==> src/rtl/mux_pkg.sv <==
`default_nettype none
// ============================================================================
//  Module      : mux_pkg
//  Description : Shared types and default sizing for the mux scan controller
//                and the downstream N:1 mux it drives.
//  Revision    : 1.0 - initial release
// ============================================================================
package mux_pkg;

    // Default channel count of the scanned mux and its select width
    localparam int MUX_N     = 16;
    localparam int MUX_SEL_W = $clog2(MUX_N);

    // Scan controller states; IDLE is the reset state
    typedef enum logic [1:0] {
        IDLE   = 2'd0,
        SCAN   = 2'd1,
        FINISH = 2'd2
    } scan_state_e;

endpackage : mux_pkg
`default_nettype wire

==> src/rtl/mux_next_channel.sv <==
`default_nettype none
// ============================================================================
//  Module      : mux_next_channel
//  Description : Combinational search for the lowest set mask bit at or above
//                a start index. Used for both the first-channel and the
//                next-channel lookups of the scan controller.
//  Revision    : 1.0 - initial release
// ============================================================================
module mux_next_channel
    import mux_pkg::*;
#(
    parameter int N     = MUX_N,
    parameter int IDX_W = MUX_SEL_W
) (
    input  logic [N-1:0]     mask,
    input  logic [IDX_W:0]   start_idx,   // one extra bit so "past the last channel" is representable
    output logic [IDX_W-1:0] idx,
    output logic             found
);

    // Scan downward so the last hit written is the lowest qualifying index
    always_comb begin
        idx   = '0;
        found = 1'b0;
        for (int i = N - 1; i >= 0; i--) begin
            if (mask[i] && (i >= int'(start_idx))) begin
                idx   = IDX_W'(i);
                found = 1'b1;
            end
        end
    end

endmodule : mux_next_channel
`default_nettype wire

==> src/rtl/mux_scan_ctrl.sv <==
`default_nettype none
// ============================================================================
//  Module      : mux_scan_ctrl
//  Description : Steps the select of an external N:1 mux through every
//                enabled channel, one per cycle, capturing the mux output
//                into a result vector. Supports abort and empty masks.
//  Revision    : 1.0 - initial release
// ============================================================================
module mux_scan_ctrl
    import mux_pkg::*;
#(
    parameter int N = MUX_N,
    parameter int m = $clog2(N)
) (
    input  logic         clk,
    input  logic         rst_n,
    input  logic         start,
    input  logic         abort,
    input  logic [N-1:0] mask,
    input  logic         mux_bit,
    output logic [m-1:0] select,
    output logic         busy,
    output logic         done,
    output logic [N-1:0] result,
    output logic         result_valid
);

    scan_state_e  state_q, state_d;
    logic [m-1:0] select_q, select_d;
    logic [N-1:0] mask_q, mask_d;
    logic [N-1:0] result_q, result_d;
    logic         result_valid_q, result_valid_d;

    logic [N-1:0] lookup_mask;
    logic [m:0]   lookup_start;
    logic [m-1:0] lookup_idx;
    logic         lookup_found;

    // Shared lookup: in IDLE find the first channel of the incoming mask,
    // otherwise find the channel after the one currently selected
    always_comb begin
        if (state_q == IDLE) begin
            lookup_mask  = mask;
            lookup_start = '0;
        end else begin
            lookup_mask  = mask_q;
            lookup_start = {1'b0, select_q} + (m+1)'(1);
        end
    end

    mux_next_channel #(
        .N     (N),
        .IDX_W (m)
    ) u_next_channel (
        .mask      (lookup_mask),
        .start_idx (lookup_start),
        .idx       (lookup_idx),
        .found     (lookup_found)
    );

    // State register: all scan state, cleared asynchronously by reset
    always_ff @(posedge clk or negedge rst_n) begin
        if (!rst_n) begin
            state_q        <= IDLE;
            select_q       <= '0;
            mask_q         <= '0;
            result_q       <= '0;
            result_valid_q <= 1'b0;
        end else begin
            state_q        <= state_d;
            select_q       <= select_d;
            mask_q         <= mask_d;
            result_q       <= result_d;
            result_valid_q <= result_valid_d;
        end
    end

    // Next-state logic; abort outranks both start and scan progress
    always_comb begin
        state_d        = state_q;
        select_d       = select_q;
        mask_d         = mask_q;
        result_d       = result_q;
        result_valid_d = result_valid_q;
        unique case (state_q)
            IDLE: begin
                if (start && !abort) begin
                    mask_d   = mask;
                    result_d = '0;
                    if (|mask) begin
                        select_d       = lookup_idx;
                        result_valid_d = 1'b0;
                        state_d        = SCAN;
                    end else begin
                        // Empty mask: nothing to sample, finish with select untouched
                        result_valid_d = 1'b1;
                        state_d        = FINISH;
                    end
                end
            end
            SCAN: begin
                if (abort) begin
                    result_valid_d = 1'b0;
                    state_d        = IDLE;
                end else begin
                    result_d[select_q] = mux_bit;
                    if (lookup_found) begin
                        select_d = lookup_idx;
                    end else begin
                        // Highest enabled channel just sampled; no wrap-around
                        result_valid_d = 1'b1;
                        state_d        = FINISH;
                    end
                end
            end
            FINISH: begin
                if (abort) begin
                    result_valid_d = 1'b0;
                end
                state_d = IDLE;
            end
            default: begin
                state_d = IDLE;
            end
        endcase
    end

    // Output decode
    always_comb begin
        busy         = (state_q == SCAN) || (state_q == FINISH);
        done         = (state_q == FINISH);
        select       = select_q;
        result       = result_q;
        result_valid = result_valid_q;
    end

endmodule : mux_scan_ctrl
`default_nettype wire
==> config.mk <==
export PLATFORM = sky130hd
export DESIGN_NAME = mux_scan_ctrl
export DESIGN_NICKNAME = d
export VERILOG_FILES = /design/src/rtl/mux_pkg.sv /design/src/rtl/mux_next_channel.sv /design/src/rtl/mux_scan_ctrl.sv
export SDC_FILE = /design/constraint.sdc
export NUM_CORES = 1
export LEC_CHECK = 0
export BUFFER_PORTS_ARGS = -buffer_cell sky130_fd_sc_hd__buf_2
export CAP_MARGIN = 15
export CORE_MARGIN = 3
export CORE_UTILIZATION = 50
export CTS_CLUSTER_SIZE = 20
export DETAILED_ROUTE_END_ITERATION = 12
export PLACE_DENSITY = 0.72
export REMOVE_ABC_BUFFERS = 1
export SLEW_MARGIN = 20
export SYNTH_ARGS = -nofsm -noshare
export SYNTH_HDL_FRONTEND = slang
export SYNTH_SLANG_ARGS = --single-unit
==> constraint.sdc <==
create_clock -name clk -period 3.2 [get_ports clk]
set_input_delay 0.16 -clock clk [delete_from_list [all_inputs] [get_ports clk]]
set_output_delay 0.16 -clock clk [all_outputs]
set_load 0.01 [all_outputs]
==> results.yml <==
setup_path:
  critPathLaunchType: "flop"
  reg2reg_depth: 9
  crit_type: "reg2reg"
  r2r_start: "state_q[0]"
  rrSetupSlack_ps: 220
  worstReg2RegEnd: "select[3]"
  worst_ep_arrival_time_ps: 3160
  required_ps: 3380
  cp_max_fo: 9
  end_kind: "flop"
grt:
  gr-total-overflow: 0
  grt_first_pass_wirelength_um: 11700
  gr-usage-all-layers: 0.232
  grt_pass1_vias: 2403
  grt_max_degree: 40
  grt_antenna_before_repair: 0
floorplan:
  row_count: 25
  ios: 44
  die_w_um: 79.1
  core_area_mm2: 0.00494
  die_area_mm2: 0.00626
  start_util: 0.541
  die_y_um: 79.1
synthesis:
  yosysWarnings: 0
  yosysUniqueCellTypes: 60
  ys.flop_type: "dfrtp_1"
  synth-seq-cells: 39
  yosys.area.top_type_share: 0.365
  synth_top_area_cell: "dfrtp_1"
  synthArstFlopShare: 1.00
  synth.cell_area_mm2: 0.00267
  syn_avg_cell_area_um2: 9.28
  yosysSeqAreaShare: 0.365
  syn_inst: 288
  yosys.cell_count.top_type: "dfrtp_1"
  synthTopCellsByArea: "dfrtp_1, mux2_2, o21ai_0, a21boi_0, nand2_1"
  synth_edf_count: 0
  yosys-top-cells-count: "dfrtp_1, o21ai_0, nand2_1"
sta:
  rsz0062_at_grt: "no"
  max_freq_mhz: 336
  setup_violations: 0
  fin_tns_setup_ps: 0
  period_share: 0.930
  min_period_ps: 2980
  worstMarginPinSlew_ps: 876
  finalHoldViolCount: 34
  drv_slew: 0
  slew_headroom: 0.416
  hold_ws_ps: -39.0
  skew_ps: 11.1
finish:
  n_antenna_cell: 0
  syn_to_final_growth_pct: 16.0
  nets: 362
  final_core_util: 0.627
  drive_above_1_share: 0.272
  final.fill_count: 464
clock_tree:
  cts_hold_buf: 0
  cts_buffer_depth: 2
  cts.reportedPaths.clkPinSlew_ps: 90
  clock_latency_ps: 300
  cts_sinks: 39
  cts_max_level: 2
  cts-root-buf: "clkbuf_8"
  cts_tree: "built"
  cts_buffers: 5
placed_design:
  numPortBuffers: 43
  hpwlAfterDp_um: 5130
  gp_congestion: 0.954
routing:
  via_per_inst: 5.94
  drtAntennaViolNets: 0
  drt_iter0_markers: 160
  wl_um: 6800
  first_pass_iters: 4
  wire_per_inst_um: 17.0
  wl_met1_um: 3160
  drc: 0
  dr_wl_met2_um: 3200
  wl_met3_um: 371
  num_vias: 2381
  highest_layer: "met4"
pwr:
  power_frac_comb: 0.572
  p_sw_mw: 1.25
  power_density_mw_per_mm2: 922
  peakVddDrop_v: 0.000554
  p_leak_nw: 1.40
  swShare: 0.437
  total_power_mw: 2.86
  p_int_mw: 1.61
  seqPwrFrac: 0.276
  power.share.clock: 0.152
job:
  cap_violations: 0
run_status:
  status: "finished with violations"
  violations: "negative hold slack"
hold_path:
  hp-class: "in2async"
## area by class of cell
type	count	area, µm²	share of cell area
clock inverters	3	47.5	0.0153
well taps	67	83.8	0.0270
flip-flops and latches	39	978	0.316
clock buffers	5	68.8	0.0222
inverters	10	37.5	0.0121
repair buffers	51	275	0.0888
multi-input cells	226	1610	0.519
## metrics by stage
| stage | instances | setup slack [ps] | cell area (µm²) |
|---|---|---|---|
| after floorplan | 275 | 136 | 2610 |
| after global placement | 393 | 234 | 2970 |
| after detailed placement | 393 | 155 | 2970 |
| after CTS | 401 | 92.4 | 3080 |
| after global routing | 401 | 18.2 | 3100 |
| final | 401 | 224 | 3100 |
## sequential cells by signal (all words and copies together), names as in the netlist
| signal | cells |
|---|---|
| select | 4 |
| result_valid | 1 |
| mask_q | 16 |
| state_q | 2 |
| result | 16 |
## kinds of logic after synthesis
kind of cell / count (synthesis) / share of synthesized area
buffers and inverters: 23 / 0.0375
adders and majority gates: 8 / 0.0375
and+or+nand+nor: 85 / 0.170
AOI/OAI and AO/OA: 105 / 0.274
xor gates and xnor gates: 1 / 0.00328
DFF: 39 / 0.365
muxes: 27 / 0.112
## power groups by stage
stage,sequential [mW],clock (mW),combinational [mW]
6_report,0.788,0.434,1.64
5_1_grt,0.811,0.464,1.82
4_1_cts,0.777,0.444,1.62
3_5_place_dp,0.787,0,1.61
3_3_place_gp,0.781,0,1.62
2_1_floorplan,0.786,0,1.13
## critical path, cell delays in order, from the launching register on
cell and delay, ps:
dfrtp_1 410, inv_1 90, ha_1 300, buf_4 210, a211o_1 350, a221o_1 350, or2_4 280, nor4_4 370
a21boi_2 150, mux2_1 350
## worst max path at each step
| stage | startpoint | slack, ps | depth (start not counted) | end |
|---|---|---|---|---|
| floorplan | state_q[0] | 140 | 9 | select[3] |
| global placement | select[0] | 230 | 8 | select[3] |
| detailed placement | select[0] | 150 | 8 | select[3] |
| CTS | select[0] | 90 | 8 | select[3] |
| global route | select[0] | 20 | 9 | select[3] |
| finish | state_q[0] | 220 | 9 | select[3] |
## metal layers
layer / vias up / GRT usage
li1: 1173 / -
met1: 1141 / 0.316
met2: 60 / 0.385
met3: 7 / 0.0329
met4: 0 / 0.0636
met5: - / 0
## timing repair
| item | CTS | global route |
|---|---|---|
| setup buffers | 0 | 0 |
| setup endpoints to repair | 0 | 5 |
| gates resized for setup | 0 | 4 |
## cell usage in the layout, fill, tap and decap left out, types with 3 or more instances in the layout
cell	netlist	routed
o21a_1	3	3
buf_4	3	8
nor3_1	4	4
a211o_1	3	3
mux2i_1	4	4
a211oi_1	3	3
o21ai_0	38	38
nor4_1	4	4
nand4_1	3	3
a21oi_1	4	4
a32oi_1	3	3
inv_1	8	8
o211ai_1	4	4
nand2_1	28	28
and3_1	3	3
a21o_1	4	4
and2_1	5	5
nor2b_1	9	9
ha_1	8	7
nand3_1	7	7
buf_2	2	43
mux2_2	21	21
a22o_1	4	4
dfrtp_1	39	37
clkbuf_8	0	5
nor2_1	9	9
a21boi_0	17	17
Note: power is estimated with default switching activity, not from simulation.
